<file path="config.mk">
export PLATFORM = sky130hd
export DESIGN_NAME = dmac_req_sequencer_flat
export DESIGN_NICKNAME = d
export VERILOG_FILES = /design/src/rtl/dmac_req_sequencer_pkg.sv /design/src/rtl/dmac_req_sequencer_if.sv /design/src/rtl/dmac_req_sequencer_arbiter.sv /design/src/rtl/dmac_req_sequencer.sv /design/src/flat_wrapper.sv
export SDC_FILE = /design/constraint.sdc
export NUM_CORES = 1
export LEC_CHECK = 0
export CORE_ASPECT_RATIO = 1.2
export CORE_UTILIZATION = 50
export CTS_BUF_LIST = sky130_fd_sc_hd__clkbuf_16
export DETAILED_ROUTE_END_ITERATION = 10
export HOLD_SLACK_MARGIN = 0.08
export PLACE_DENSITY = 0.86
export SLEW_MARGIN = 30
export SYNTH_ARGS = -nofsm -noshare
export SYNTH_HDL_FRONTEND = slang
export SYNTH_SLANG_ARGS = --single-unit
</file>
<file path="constraint.sdc">
create_clock -name clk -period 2.55 [get_ports clk]
set_input_delay 0.51 -clock clk [delete_from_list [all_inputs] [get_ports clk]]
set_output_delay 0.51 -clock clk [all_outputs]
set_load 0.03 [all_outputs]
</file>
<file path="src/rtl/dmac_req_sequencer_pkg.sv">
// dmac_req_sequencer_pkg: FSM states, AHB encodings and datapath mux selects shared by the sequencer
package dmac_req_sequencer_pkg;
  typedef enum logic [3:0] {
    S_IDLE,
    S_BUSREQ,
    S_CFG_ADDR,
    S_CFG_DATA,
    S_START,
    S_XFER,
    S_DONE,
    S_RELEASE,
    S_ABORT
  } state_e;
  localparam logic [1:0] HTRANS_IDLE   = 2'b00;
  localparam logic [1:0] HTRANS_NONSEQ = 2'b10;
  localparam logic [1:0] HRESP_OKAY    = 2'b00;
  localparam logic [1:0] HRESP_ERROR   = 2'b01;
  localparam logic [1:0] CONSEL_CH1    = 2'b00;
  localparam logic [1:0] CONSEL_CH2    = 2'b01;
  localparam logic [1:0] CONSEL_CFG    = 2'b10;
  localparam int         CFG_WORDS     = 4;
endpackage

</file>
<file path="src/rtl/dmac_req_sequencer_if.sv">
// dmac_req_sequencer_if: peripheral, AHB-master and datapath-control signals of the request sequencer
interface dmac_req_sequencer_if;
  logic [1:0] DmacReq;
  logic       HGrant;
  logic       HReady;
  logic [1:0] M_HResp;
  logic       irq;
  logic       C_config;
  logic       HBusReq;
  logic       DmacReq_Reg_en;
  logic       PeriAddr_reg_en;
  logic [1:0] addr_inc_sel;
  logic [1:0] config_HTrans;
  logic       config_write;
  logic       SAddr_Reg_en;
  logic       DAddr_Reg_en;
  logic       Trans_sz_Reg_en;
  logic       Ctrl_Reg_en;
  logic [1:0] con_sel;
  logic       con_en;
  logic       channel_en_1;
  logic       channel_en_2;
  logic [1:0] DmacAck;
  logic       busy;
  logic       err;
  modport master (
    input  DmacReq, HGrant, HReady, M_HResp, irq, C_config,
    output HBusReq, DmacReq_Reg_en, PeriAddr_reg_en, addr_inc_sel, config_HTrans, config_write,
           SAddr_Reg_en, DAddr_Reg_en, Trans_sz_Reg_en, Ctrl_Reg_en, con_sel, con_en,
           channel_en_1, channel_en_2, DmacAck, busy, err
  );
  modport slave (
    output DmacReq, HGrant, HReady, M_HResp, irq, C_config,
    input  HBusReq, DmacReq_Reg_en, PeriAddr_reg_en, addr_inc_sel, config_HTrans, config_write,
           SAddr_Reg_en, DAddr_Reg_en, Trans_sz_Reg_en, Ctrl_Reg_en, con_sel, con_en,
           channel_en_1, channel_en_2, DmacAck, busy, err
  );
endinterface

</file>
<file path="src/rtl/dmac_req_sequencer_arbiter.sv">
// dmac_req_arbiter: fixed-priority pick (req[1] over req[0]) held as the served requester for a whole service
module dmac_req_arbiter (
  input  logic       clk,
  input  logic       rst,
  input  logic [1:0] req_i,
  input  logic       load_i,
  output logic [1:0] srv_o
);
  logic [1:0] gnt, srv_q, srv_d;
  assign gnt   = req_i[1] ? 2'b10 : {1'b0, req_i[0]};
  assign srv_d = load_i ? gnt : srv_q;
  always_ff @(posedge clk or posedge rst)
    if (rst) srv_q <= 2'b00;
    else     srv_q <= srv_d;
  assign srv_o = srv_q;
endmodule

</file>
<file path="src/rtl/dmac_req_sequencer.sv">
// dmac_req_sequencer: arbitrates peripheral requests, fetches the 4-word descriptor and runs one DMAC channel
module dmac_req_sequencer
  import dmac_req_sequencer_pkg::*;
#(
  parameter int TMO_W = 10
) (
  input logic                  clk,
  input logic                  rst,
  dmac_req_sequencer_if.master bus
);
  localparam logic [TMO_W-1:0] WD_LAST = {{(TMO_W-1){1'b1}}, 1'b0};
  localparam logic [TMO_W-1:0] WD_ONE  = {{(TMO_W-1){1'b0}}, 1'b1};
  state_e           state_q, state_d;
  logic [1:0]       k_q, k_d;
  logic [TMO_W-1:0] wd_q, wd_d;
  logic             ch_q, ch_d, con_en_q, con_en_d;
  logic [1:0]       srv;
  logic             start_req, rd_ok;
  // rst gate keeps the Mealy latch enables quiet while reset is held with a request pending
  assign start_req = state_q == S_IDLE && |bus.DmacReq && !rst;
  assign rd_ok     = state_q == S_CFG_DATA && bus.HReady && bus.M_HResp == HRESP_OKAY;
  dmac_req_arbiter u_arb (
    .clk    (clk),
    .rst    (rst),
    .req_i  (bus.DmacReq),
    .load_i (start_req),
    .srv_o  (srv)
  );
  always_comb begin
    state_d = state_q;
    k_d     = k_q;
    wd_d    = wd_q;
    ch_d    = ch_q;
    case (state_q)
      S_IDLE:     if (start_req) state_d = S_BUSREQ;
      S_BUSREQ:   if (bus.HGrant) begin
        state_d = S_CFG_ADDR;
        k_d     = 2'd0;
      end
      S_CFG_ADDR: begin
        wd_d = '0;
        if (bus.HReady) state_d = S_CFG_DATA;
      end
      S_CFG_DATA: if (bus.HReady) begin
        if (bus.M_HResp != HRESP_OKAY) state_d = S_ABORT;
        else if (k_q == 2'(CFG_WORDS - 1)) state_d = S_START;
        else begin
          k_d     = k_q + 2'd1;
          state_d = S_CFG_ADDR;
        end
      end else if (wd_q == WD_LAST) state_d = S_ABORT;
      else wd_d = wd_q + WD_ONE;
      // Ctrl is cleared by the datapath on irq, so the channel choice is kept here
      S_START: begin
        ch_d    = bus.C_config;
        state_d = S_XFER;
      end
      S_XFER:     if (bus.irq) state_d = S_DONE;
        else if (bus.HReady && bus.M_HResp == HRESP_ERROR) state_d = S_ABORT;
      S_DONE, S_ABORT: state_d = S_RELEASE;
      S_RELEASE:  if ((bus.DmacReq & srv) == 2'b00) state_d = S_IDLE;
      default:    state_d = S_IDLE;
    endcase
    con_en_d = state_d == S_START || state_d == S_DONE || state_d == S_ABORT ||
               (state_q == S_BUSREQ && state_d == S_CFG_ADDR);
  end
  always_ff @(posedge clk or posedge rst)
    if (rst) begin
      state_q  <= S_IDLE;
      k_q      <= 2'd0;
      wd_q     <= '0;
      ch_q     <= 1'b0;
      con_en_q <= 1'b0;
    end else begin
      state_q  <= state_d;
      k_q      <= k_d;
      wd_q     <= wd_d;
      ch_q     <= ch_d;
      con_en_q <= con_en_d;
    end
  assign bus.HBusReq         = state_q inside {S_BUSREQ, S_CFG_ADDR, S_CFG_DATA, S_START, S_XFER};
  assign bus.DmacReq_Reg_en  = start_req;
  assign bus.PeriAddr_reg_en = start_req;
  assign bus.addr_inc_sel    = state_q inside {S_CFG_ADDR, S_CFG_DATA} ? k_q : 2'd0;
  assign bus.config_HTrans   = state_q == S_CFG_ADDR ? HTRANS_NONSEQ : HTRANS_IDLE;
  assign bus.config_write    = 1'b0;
  assign bus.SAddr_Reg_en    = rd_ok && k_q == 2'd0;
  assign bus.DAddr_Reg_en    = rd_ok && k_q == 2'd1;
  assign bus.Trans_sz_Reg_en = rd_ok && k_q == 2'd2;
  assign bus.Ctrl_Reg_en     = rd_ok && k_q == 2'd3;
  assign bus.con_sel         = state_q == S_START ? (bus.C_config ? CONSEL_CH2 : CONSEL_CH1) :
                               state_q == S_XFER  ? (ch_q ? CONSEL_CH2 : CONSEL_CH1) : CONSEL_CFG;
  assign bus.con_en          = con_en_q;
  assign bus.channel_en_1    = state_q == S_XFER && !ch_q;
  assign bus.channel_en_2    = state_q == S_XFER && ch_q;
  assign bus.DmacAck         = state_q inside {S_DONE, S_ABORT} ? srv : 2'b00;
  assign bus.busy            = state_q != S_IDLE;
  assign bus.err             = state_q == S_ABORT;
endmodule
</file>
<file path="src/flat_wrapper.sv">
// flat-port wrapper written by rule: the top's interface ports become plain ports
module dmac_req_sequencer_flat import dmac_req_sequencer_pkg::*;
#(
  parameter int TMO_W = 10
)
  (clk, rst, bus_DmacReq, bus_HGrant, bus_HReady, bus_M_HResp, bus_irq, bus_C_config, bus_HBusReq, bus_DmacReq_Reg_en, bus_PeriAddr_reg_en, bus_addr_inc_sel, bus_config_HTrans, bus_config_write, bus_SAddr_Reg_en, bus_DAddr_Reg_en, bus_Trans_sz_Reg_en, bus_Ctrl_Reg_en, bus_con_sel, bus_con_en, bus_channel_en_1, bus_channel_en_2, bus_DmacAck, bus_busy, bus_err);
  dmac_req_sequencer_if bus_i ();
  input logic clk;
  input logic rst;
  input wire logic [$bits(bus_i.DmacReq)-1:0] bus_DmacReq;
  input wire logic [$bits(bus_i.HGrant)-1:0] bus_HGrant;
  input wire logic [$bits(bus_i.HReady)-1:0] bus_HReady;
  input wire logic [$bits(bus_i.M_HResp)-1:0] bus_M_HResp;
  input wire logic [$bits(bus_i.irq)-1:0] bus_irq;
  input wire logic [$bits(bus_i.C_config)-1:0] bus_C_config;
  output wire logic [$bits(bus_i.HBusReq)-1:0] bus_HBusReq;
  output wire logic [$bits(bus_i.DmacReq_Reg_en)-1:0] bus_DmacReq_Reg_en;
  output wire logic [$bits(bus_i.PeriAddr_reg_en)-1:0] bus_PeriAddr_reg_en;
  output wire logic [$bits(bus_i.addr_inc_sel)-1:0] bus_addr_inc_sel;
  output wire logic [$bits(bus_i.config_HTrans)-1:0] bus_config_HTrans;
  output wire logic [$bits(bus_i.config_write)-1:0] bus_config_write;
  output wire logic [$bits(bus_i.SAddr_Reg_en)-1:0] bus_SAddr_Reg_en;
  output wire logic [$bits(bus_i.DAddr_Reg_en)-1:0] bus_DAddr_Reg_en;
  output wire logic [$bits(bus_i.Trans_sz_Reg_en)-1:0] bus_Trans_sz_Reg_en;
  output wire logic [$bits(bus_i.Ctrl_Reg_en)-1:0] bus_Ctrl_Reg_en;
  output wire logic [$bits(bus_i.con_sel)-1:0] bus_con_sel;
  output wire logic [$bits(bus_i.con_en)-1:0] bus_con_en;
  output wire logic [$bits(bus_i.channel_en_1)-1:0] bus_channel_en_1;
  output wire logic [$bits(bus_i.channel_en_2)-1:0] bus_channel_en_2;
  output wire logic [$bits(bus_i.DmacAck)-1:0] bus_DmacAck;
  output wire logic [$bits(bus_i.busy)-1:0] bus_busy;
  output wire logic [$bits(bus_i.err)-1:0] bus_err;
  assign bus_i.DmacReq = bus_DmacReq;
  assign bus_i.HGrant = bus_HGrant;
  assign bus_i.HReady = bus_HReady;
  assign bus_i.M_HResp = bus_M_HResp;
  assign bus_i.irq = bus_irq;
  assign bus_i.C_config = bus_C_config;
  assign bus_HBusReq = bus_i.HBusReq;
  assign bus_DmacReq_Reg_en = bus_i.DmacReq_Reg_en;
  assign bus_PeriAddr_reg_en = bus_i.PeriAddr_reg_en;
  assign bus_addr_inc_sel = bus_i.addr_inc_sel;
  assign bus_config_HTrans = bus_i.config_HTrans;
  assign bus_config_write = bus_i.config_write;
  assign bus_SAddr_Reg_en = bus_i.SAddr_Reg_en;
  assign bus_DAddr_Reg_en = bus_i.DAddr_Reg_en;
  assign bus_Trans_sz_Reg_en = bus_i.Trans_sz_Reg_en;
  assign bus_Ctrl_Reg_en = bus_i.Ctrl_Reg_en;
  assign bus_con_sel = bus_i.con_sel;
  assign bus_con_en = bus_i.con_en;
  assign bus_channel_en_1 = bus_i.channel_en_1;
  assign bus_channel_en_2 = bus_i.channel_en_2;
  assign bus_DmacAck = bus_i.DmacAck;
  assign bus_busy = bus_i.busy;
  assign bus_err = bus_i.err;
  dmac_req_sequencer #(.TMO_W(TMO_W)) u_core (.clk(clk), .rst(rst), .bus(bus_i));
endmodule
</file>
# After elaboration in Yosys (flattened, before gate mapping)
# Cells that the tools add are included.
# totals
ff_bits	20
output_inout_bits	21
elab_cells	90
# classes
add_sub_neg	2
eq_ne	23
mux	27
bitwise_logic	1
n_reduce_logical	31
# op_table
op	count
$mux W4	9
$pmux W4 S8	1
$eq A4 B3 Y1 const B	6
$mux W10	2
$mux W2	10
$pmux W10 S2	1
$eq A4 B2 Y1 const B	3
$logic_and A1 B1 Y1	12
$ne A2 B2 Y1 const B	6
$add A10 B1 Y10 const B	1
$eq A10 B10 Y1 const B	1
$eq A4 B4 Y1 const B	2
$reduce_bool A2 Y1	4
$logic_not A2 Y1	3
$reduce_and A5 Y1	1
$reduce_bool A5 Y1	1
$eq A2 B1 Y1 const B	2
$eq A2 B2 Y1 const B	2
$eq A4 B1 Y1 const B	1
$logic_not A4 Y1	1
$pmux W2 S2	1
$reduce_bool A4 Y1	1
$reduce_or A2 Y1	2
$logic_or A1 B1 Y1	3
6 further kinds	8

# Longest topological paths before layout
# Gate-level depths: netlist (run 1).
# logic_depth
word_depth	9
ltp_mapped	7

# Hierarchy
# From an unflattened synthesis (run 1), not the netlist that was laid out.
# hier_totals
cells_unflattened	167
hier_area_um2	1468.9
# modules_own_cells
mod	n_inst	cells_per_inst	area_per_inst_um2	seq_area_each_um2
dmac_req_sequencer	1	160	1383.8	450.4
dmac_req_arbiter	1	7	85.1	50.0

# Worst setup path after synthesis (run 1)
# No wires, ideal clock.
# synth_timing
kind	reg-to-output
start	register u_core.state_q[0]
end	output port bus_DmacAck[1]
t_arrival_ns	2.308
setup_slack_ns	-0.268
stages_incl_launch_ff	5
n_path_buf	1
path_cell_list	dfrtp_1 -> buf_6 -> nor4b_1 -> a31oi_1 -> nor2b_1
# synth_between
elab_chain_len	3
elab_cells_between_ends	4
# synth_lines
item	line_no	rtl
from (decl)	dmac_req_sequencer.sv:13	state_e state_q, state_d;
from (signal assigned)	dmac_req_sequencer.sv:75	state_q <= state_d;
$eq A4 B4 Y1	n/a	
via bus_err	flat_wrapper.sv:32	output wire logic [$bits(bus_i.err)-1:0] bus_err;
$reduce_bool A2 Y1	dmac_req_sequencer.sv:96	assign bus.DmacAck = state_q inside {S_DONE, S_ABORT} ? srv : 2'b00;
$mux W2	dmac_req_sequencer.sv:96	
to (decl)	flat_wrapper.sv:30	output wire logic [$bits(bus_i.DmacAck)-1:0] bus_DmacAck;
# The timed path passes the listed nets, and every way through them passes these cells.

# Worst setup path in the final report (run 1)
# layout_timing
start	register u_core.state_q[1]
end	output port bus_channel_en_2
# layout_between
elab_chain_len	2
# layout_lines
item	line_no	rtl
$eq A4 B3 Y1	dmac_req_sequencer.sv:95	assign bus.channel_en_2 = state_q == S_XFER && ch_q;
$logic_and A1 B1 Y1	dmac_req_sequencer.sv:95	
to (decl)	flat_wrapper.sv:29	output wire logic [$bits(bus_i.channel_en_2)-1:0] bus_channel_en_2;
# Every way passes these cells.

==> run_results.csv, run 1 <==
group,metric,value,unit
setup_path,cp-start-kind,"flip-flop",
power_and_ir_drop,powerDensity,1030,mW/mm2
routing,drc_errors,0,
cts,cts_hold_buf,0,
synthesis,ys_types,51,
setup_path,crit_fanout,11,
routing,vias,1317,
timing,fin_skew,0.00290,ns
timing,hold_viol_final,0,
routing,totalWireLength,3460,um
outcome,status,"finished, final reports clean",
timing,final-setup-viol-count,0,
cts,cts.sinks,20,
floorplan,initial_utilization,54.0,%
hold_path,min_path_type,"reg -> reg",
floorplan,num_io_pins,31,
power_and_ir_drop,p_leak,0.851,nW
setup_path,crit_chain,"nor3b_2 -> and3_1 -> clkdlybuf4s50_1",
grt,grt_pass1_vias,1219,
place,io_buffers,28,
cts,cts_tree,"yes",
setup_path,end_kind,"primary output",
final_layout,area_growth,30.0,%
setup_path,crit_type,"reg -> out",
timing,slew_headroom,48.2,%
grt,gr-total-overflow,0,
synthesis,async_flop_share,100,%
routing,wl_per_cell,15.9,um
place,dp_hpwl,2460,um
power_and_ir_drop,ir_worst_vdd,827,uV
timing,period_minus_slack,2.47,ns
timing,worst_pin_slew,0.776,ns
floorplan,die_w,50.2,um
cts,clock_path_buffers,2,
timing,max_freq,406,MHz
synthesis,yosys_register_bits,20,
setup_path,crit_arrival,1.96,ns
grt,grt_usage,25.4,%
timing,finalCritPeriodShare,96.7,%
synthesis,netlist_area,0.00139,mm2
power_and_ir_drop,finalPower,1.86,mW
final_layout,drive_above_1_share,18.5,%
grt,grt_max_degree,21,
final_layout,layout_common_cells,"dfrtp_1 (17), nor2_1 (16), clkdlybuf4s50_1 (15), buf_4 (12)",
setup_path,slowest_delay,0.68,ns
place,routabilityCongestion,0.875,
grt,antenna_found_initial,0,
cts,clk_latency,0.26,ns
routing,ant_nets,0,
grt,grt_pass1_wl,5640,um
setup_path,cp_slowest_cell,"clkdlybuf4s50_1",
cts,clk_pin_slew_worst_paths,0.06,ns
cts,cts_buffers,3,
cts,cts_htree_levels,1,
synthesis,synth_cells,155,
setup_path,critPathRequiredTime,2.04,ns
final_layout,antenna_cells,0,
routing,viasPerCell,6.07,
floorplan,coreArea,0.00258,mm2
floorplan,die_area,0.00300,mm2
synthesis,synthFlopType,"dfrtp_1",
final_layout,final_util,70.2,%
synthesis,ys_warn_count,0,
floorplan,rows,20,
final_layout,mostFrequentLayoutCell,"dfrtp_1",
routing,drt_iter0_markers,46,
routing,dr.pass1.iters,4,
synthesis,avgSynthCellArea,8.98,um2
floorplan,die_h,59.8,um
cts,cts_root_buf,"clkbuf_16",
synthesis,synth_edf_count,0,
timing,final_max_slew_viol_count,0,
final_layout,nets,201,
synthesis,synth-seq-area-share,36.0,%
flow_run,cap_violations,0,
==> synthesized netlist by cell type (2+ instances only) <==
cell / number / share of area [%]
buf_2: 3 / 1.1
nand2_1: 11 / 3.0
nand4_1: 2 / 0.90
nor2b_1: 2 / 0.90
a211oi_1: 3 / 1.6
buf_4: 3 / 1.6
and2_1: 6 / 2.7
nor2_1: 16 / 4.3
dfrtp_1: 20 / 36
nor3b_2: 2 / 1.8
mux2i_1: 2 / 1.4
a31oi_1: 4 / 1.8
a21oi_1: 5 / 1.8
xnor2_1: 5 / 3.1
nand4b_1: 3 / 1.9
nor3_1: 9 / 3.2
ha_1: 6 / 5.4
or3_1: 2 / 0.90
nand3_1: 5 / 1.8
o21a_1: 2 / 1.1
inv_1: 11 / 3.0
o31ai_1: 2 / 1.1
o21ai_0: 3 / 1.1
==> logic make-up after synthesis <==
logic type	after synthesis	synth area share, %
other cells	1	0.270
compound gates	30	16.1
mux	4	3.33
fa+ha+maj	6	5.40
flops	20	36.0
buf+inv	20	7.10
xor+xnor	5	3.15
simple gates	69	28.7
==> path summary, 6_finish.rpt <==
| check | startpoint | to | slack [ns] | cells after the start |
|---|---|---|---|---|
| max | u_core.state_q[1]$_DFF_PP0_ | bus_channel_en_2 | 0.08 | 3 |
| min | u_core.ch_q$_DFFE_PP0P_ | u_core.ch_q$_DFFE_PP0P_ | 0.53 | 1 |
| max reg2reg | u_core.wd_q[0]$_DFFE_PP0P_ | u_core.bus.con_en$_DFF_PP0_ | 0.68 | 7 |
| min reg2reg | u_core.ch_q$_DFFE_PP0P_ | u_core.ch_q$_DFFE_PP0P_ | 0.53 | 1 |
| max in group asynchronous | rst | u_core.state_q[3]$_DFF_PP0_ | 1.24 | 2 |
| min in group asynchronous | rst | u_core.wd_q[0]$_DFFE_PP0P_ | 0.78 | 2 |
==> report_power, final <==
group | internal (mW) | switching, mW | total [mW]
sequential | 0.414 | 0.138 | 0.552
clock | 0.312 | 0.124 | 0.436
combinational | 0.368 | 0.508 | 0.876
==> state kept, by name, indices dropped and copies added (netlist names) <==
signal and count:
u_core.wd_q 10, u_core.state_q 4, u_core.k_q 2, u_core.u_arb.srv_o 2, u_core.bus.con_en 1, u_core.ch_q 1
==> worst max-delay path, delay by kind of cell, from the launching register on <==
| kind | cells | cell delay, ns |
|---|---|---|
| DFF | 1 | 0.48 |
| and+or+nand+nor | 2 | 0.54 |
| buffers and inverters | 1 | 0.68 |
==> per-stage QoR <==
step	std cells	hold slack, ns	cell area (um2)	setup WS, ns	setup TNS, ns
6_report	217	0.535	1810	0.0849	0
5_1_grt	217	0.558	1810	-0.00654	-0.00696
4_1_cts	217	0.533	1790	0.00239	0
3_5_place_dp	213	0.520	1690	0.107	0
3_3_place_gp	213	0.517	1690	0.192	0
2_1_floorplan	156	0.474	1400	0.215	0
==> per-layer routing <==
layer / up-vias / global-route usage [%] / part of all wire, %
li1: 605 / - / -
met2: 66 / 44.6 / 54
met3: 9 / 5.09 / 6.3
met4: 0 / 11.4 / 2.1
met5: - / 0 / 0
met1: 637 / 29.6 / 38
==> cell type report <==
class | instances | area (um2)
timing repair buffer | 33 | 308
fill | 188 | 768
tap | 33 | 41.3
inverter | 11 | 41.3
clock inverter | 1 | 30.0
clock buffer | 3 | 75.1
sequential | 20 | 504
multi-input combinational | 116 | 810
==> what timing repair did <==
item                                    CTS  global route
endpoints found under the setup margin    7             4
cloned                                    0             0
gates resized for setup                   6             5
buffers inserted                          0             0
Power figures use the tool's default switching activity.
==> inputs of run 2 (changes only) <==
--- a/config.mk
+++ b/config.mk
@@ -6,11 +6,11 @@
 export NUM_CORES = 1
 export LEC_CHECK = 0
 export CORE_ASPECT_RATIO = 1.2
-export CORE_UTILIZATION = 50
+export CORE_UTILIZATION = 45
 export CTS_BUF_LIST = sky130_fd_sc_hd__clkbuf_16
 export DETAILED_ROUTE_END_ITERATION = 10
 export HOLD_SLACK_MARGIN = 0.08
-export PLACE_DENSITY = 0.86
+export PLACE_DENSITY = 0.82
 export SLEW_MARGIN = 30
 export SYNTH_ARGS = -nofsm -noshare
 export SYNTH_HDL_FRONTEND = slang
==> constraint.sdc (replaced) <==
create_clock -name clk -period 2.06 [get_ports clk]
set_input_delay 0.412 -clock clk [delete_from_list [all_inputs] [get_ports clk]]
set_output_delay 0.412 -clock clk [all_outputs]
set_load 0.03 [all_outputs]
==> run 2 against run 1 <==
  * The run now ends with setup timing left
  * Combinational power up 50%
  * Clock power down 6.0%
  * Design area up 8.7%
  * Largest cell class unchanged
  * Worst setup slack worse by 0.097 ns
  * Sequential power up 13%
  * Clock skew up 0.0016 ns
  * Critical endpoint is now bus_DmacReq_Reg_en
  * Sequential share of layout area down 2.4 points
  * Die area up 11%
==> run_results.csv, run 2 (synthesis results as in run 1) <==
group,metric,value,unit
setup_path,slowest_delay,0.49,ns
cts,cts_tree,"yes",
floorplan,die_w,52.8,um
power_and_ir_drop,finalPower,2.35,mW
grt,grt_usage,23.7,%
setup_path,crit_chain,"buf_6 -> or4_4 -> nor3_4 -> buf_6",
grt,grt_max_degree,21,
cts,cts.sinks,20,
floorplan,coreArea,0.00286,mm2
timing,rsz0062_at_grt,"true",
final_layout,seqCellArea,500,um2
timing,hold_viol_final,0,
floorplan,die_h,62.9,um
cts,clock_path_buffers,2,
place,routabilityCongestion,0.905,
place,io_buffers,28,
final_layout,layout_common_cells,"buf_4 (25), dfrtp_1 (20), nor2_1 (16), buf_6 (12)",
routing,drt_iter0_markers,23,
timing,fin_skew,0.00453,ns
floorplan,die_area,0.00332,mm2
timing,final_max_slew_viol_count,0,
cts,clk_latency,0.26,ns
cts,cts_hold_buf,0,
cts,clk_pin_slew_worst_paths,0.05,ns
routing,dr.pass1.iters,4,
final_layout,multi_input_area,852,um2
routing,vias,1310,
routing,wl_per_cell,15.3,um
cts,cts_root_buf,"clkbuf_16",
final_layout,nets,218,
final_layout,fill_cells,225,
setup_path,path_buf_inv,2,
power_and_ir_drop,ir_worst_vdd,649,uV
floorplan,num_io_pins,31,
timing,finalCritPeriodShare,101,%
grt,gr-total-overflow,0,
timing,fin_setup_tns,-0.0250,ns
floorplan,initial_utilization,48.6,%
timing,whs,0.541,ns
routing,ant_nets,0,
final_layout,antenna_cells,0,
setup_path,critPathRequiredTime,1.65,ns
final_layout,largest_reg_flops,10,
grt,grt_pass1_wl,5870,um
cts,cts_htree_levels,1,
setup_path,crit_fanout,3,
flow_run,cap_violations,0,
setup_path,path_delay_family,"simple AND/OR/NAND/NOR gates",
outcome,violations,"setup timing",
setup_path,crit_type,"reg -> out",
final_layout,mostFrequentLayoutCell,"buf_4",
routing,totalWireLength,3600,um
routing,viasPerCell,5.57,
cts,cts_buffers,3,
place,dp_hpwl,2540,um
floorplan,rows,21,
setup_path,crit_arrival,1.66,ns
hold_path,min_path_type,"reg -> reg",
grt,antenna_found_initial,0,
setup_path,cp_slowest_cell,"or4_4",
setup_path,end_kind,"primary output",
final_layout,reg_top3,"u_core.wd_q x10, u_core.state_q x4",
power_and_ir_drop,powerDensity,1190,mW/mm2
grt,grt_pass1_vias,1329,
timing,final.setup.worst_slack,-0.0125,ns
power_and_ir_drop,p_leak,0.884,nW
final_layout,top_register,"u_core.wd_q",
routing,drc_errors,0,
timing,period_minus_slack,2.07,ns
place,pre_cts_ws,0.0204,ns
final_layout,area_growth,41.4,%
timing,max_freq,483,MHz
setup_path,cp-start-kind,"flip-flop",
setup_path,crit_top_cell,"buf_6",
timing,final-setup-viol-count,2,
final_layout,final_util,68.7,%
outcome,status,"complete, but fails checks",
final_layout,drive_above_1_share,31.3,%
==> run 2: report_power, final <==
group	internal, mW	switching, mW
logic	0.579	0.732
registers	0.510	0.116
clock network	0.259	0.151
==> run 2: what timing repair did <==
| item | 4_1_cts | 5_1_grt |
|---|---|---|
| endpoints found under the hold margin | 0 | 0 |
| gates resized for setup | 14 | 15 |
| pin swaps | 4 | 2 |
| setup buffers | 6 | 4 |
| setup endpoints to repair | 14 | 13 |
==> run 2: cell type report <==
class / instances / share of cell area, %
Inverter: 11 / 2.10
Clock buffer: 3 / 3.82
Sequential cell: 20 / 25.4
Tap cell: 34 / 2.16
Timing Repair Buffer: 50 / 23.0
Clock inverter: 1 / 0.191
Multi-Input combinational cell: 116 / 43.3
==> run 2: worst paths after layout <==
path | startpoint | endpoint | slack [ns] | cells past startpoint
worst max-delay path | u_core.state_q[2]$_DFF_PP0_ | bus_DmacReq_Reg_en | -0.01 | 4
worst min-delay path | u_core.wd_q[3]$_DFFE_PP0P_ | u_core.wd_q[3]$_DFFE_PP0P_ | 0.54 | 1
worst max register to register | u_core.state_q[2]$_DFF_PP0_ | u_core.u_arb.srv_o[1]$_DFFE_PP0P_ | 0.06 | 7
worst min register to register | u_core.wd_q[3]$_DFFE_PP0P_ | u_core.wd_q[3]$_DFFE_PP0P_ | 0.54 | 1
max in group asynchronous | rst | u_core.u_arb.srv_o[1]$_DFFE_PP0P_ | 1.27 | 3
min in group asynchronous | rst | u_core.state_q[0]$_DFF_PP0_ | 0.57 | 3
==> run 2: per-layer routing <==
metal	global-route usage (%)	routed length [um]	up-vias
met5	0	0	-
met4	10.5	57	0
met3	3.89	97	5
met2	42.1	1980	25
met1	26.6	1460	637
li1	-	-	643
==> run 2: stage by stage <==
step | instances | cell area, um2
2_1_floorplan | 156 | 1410
3_3_place_gp | 222 | 1730
4_1_cts | 232 | 1880
5_1_grt | 235 | 1970
3_5_place_dp | 222 | 1730
6_report | 235 | 1970
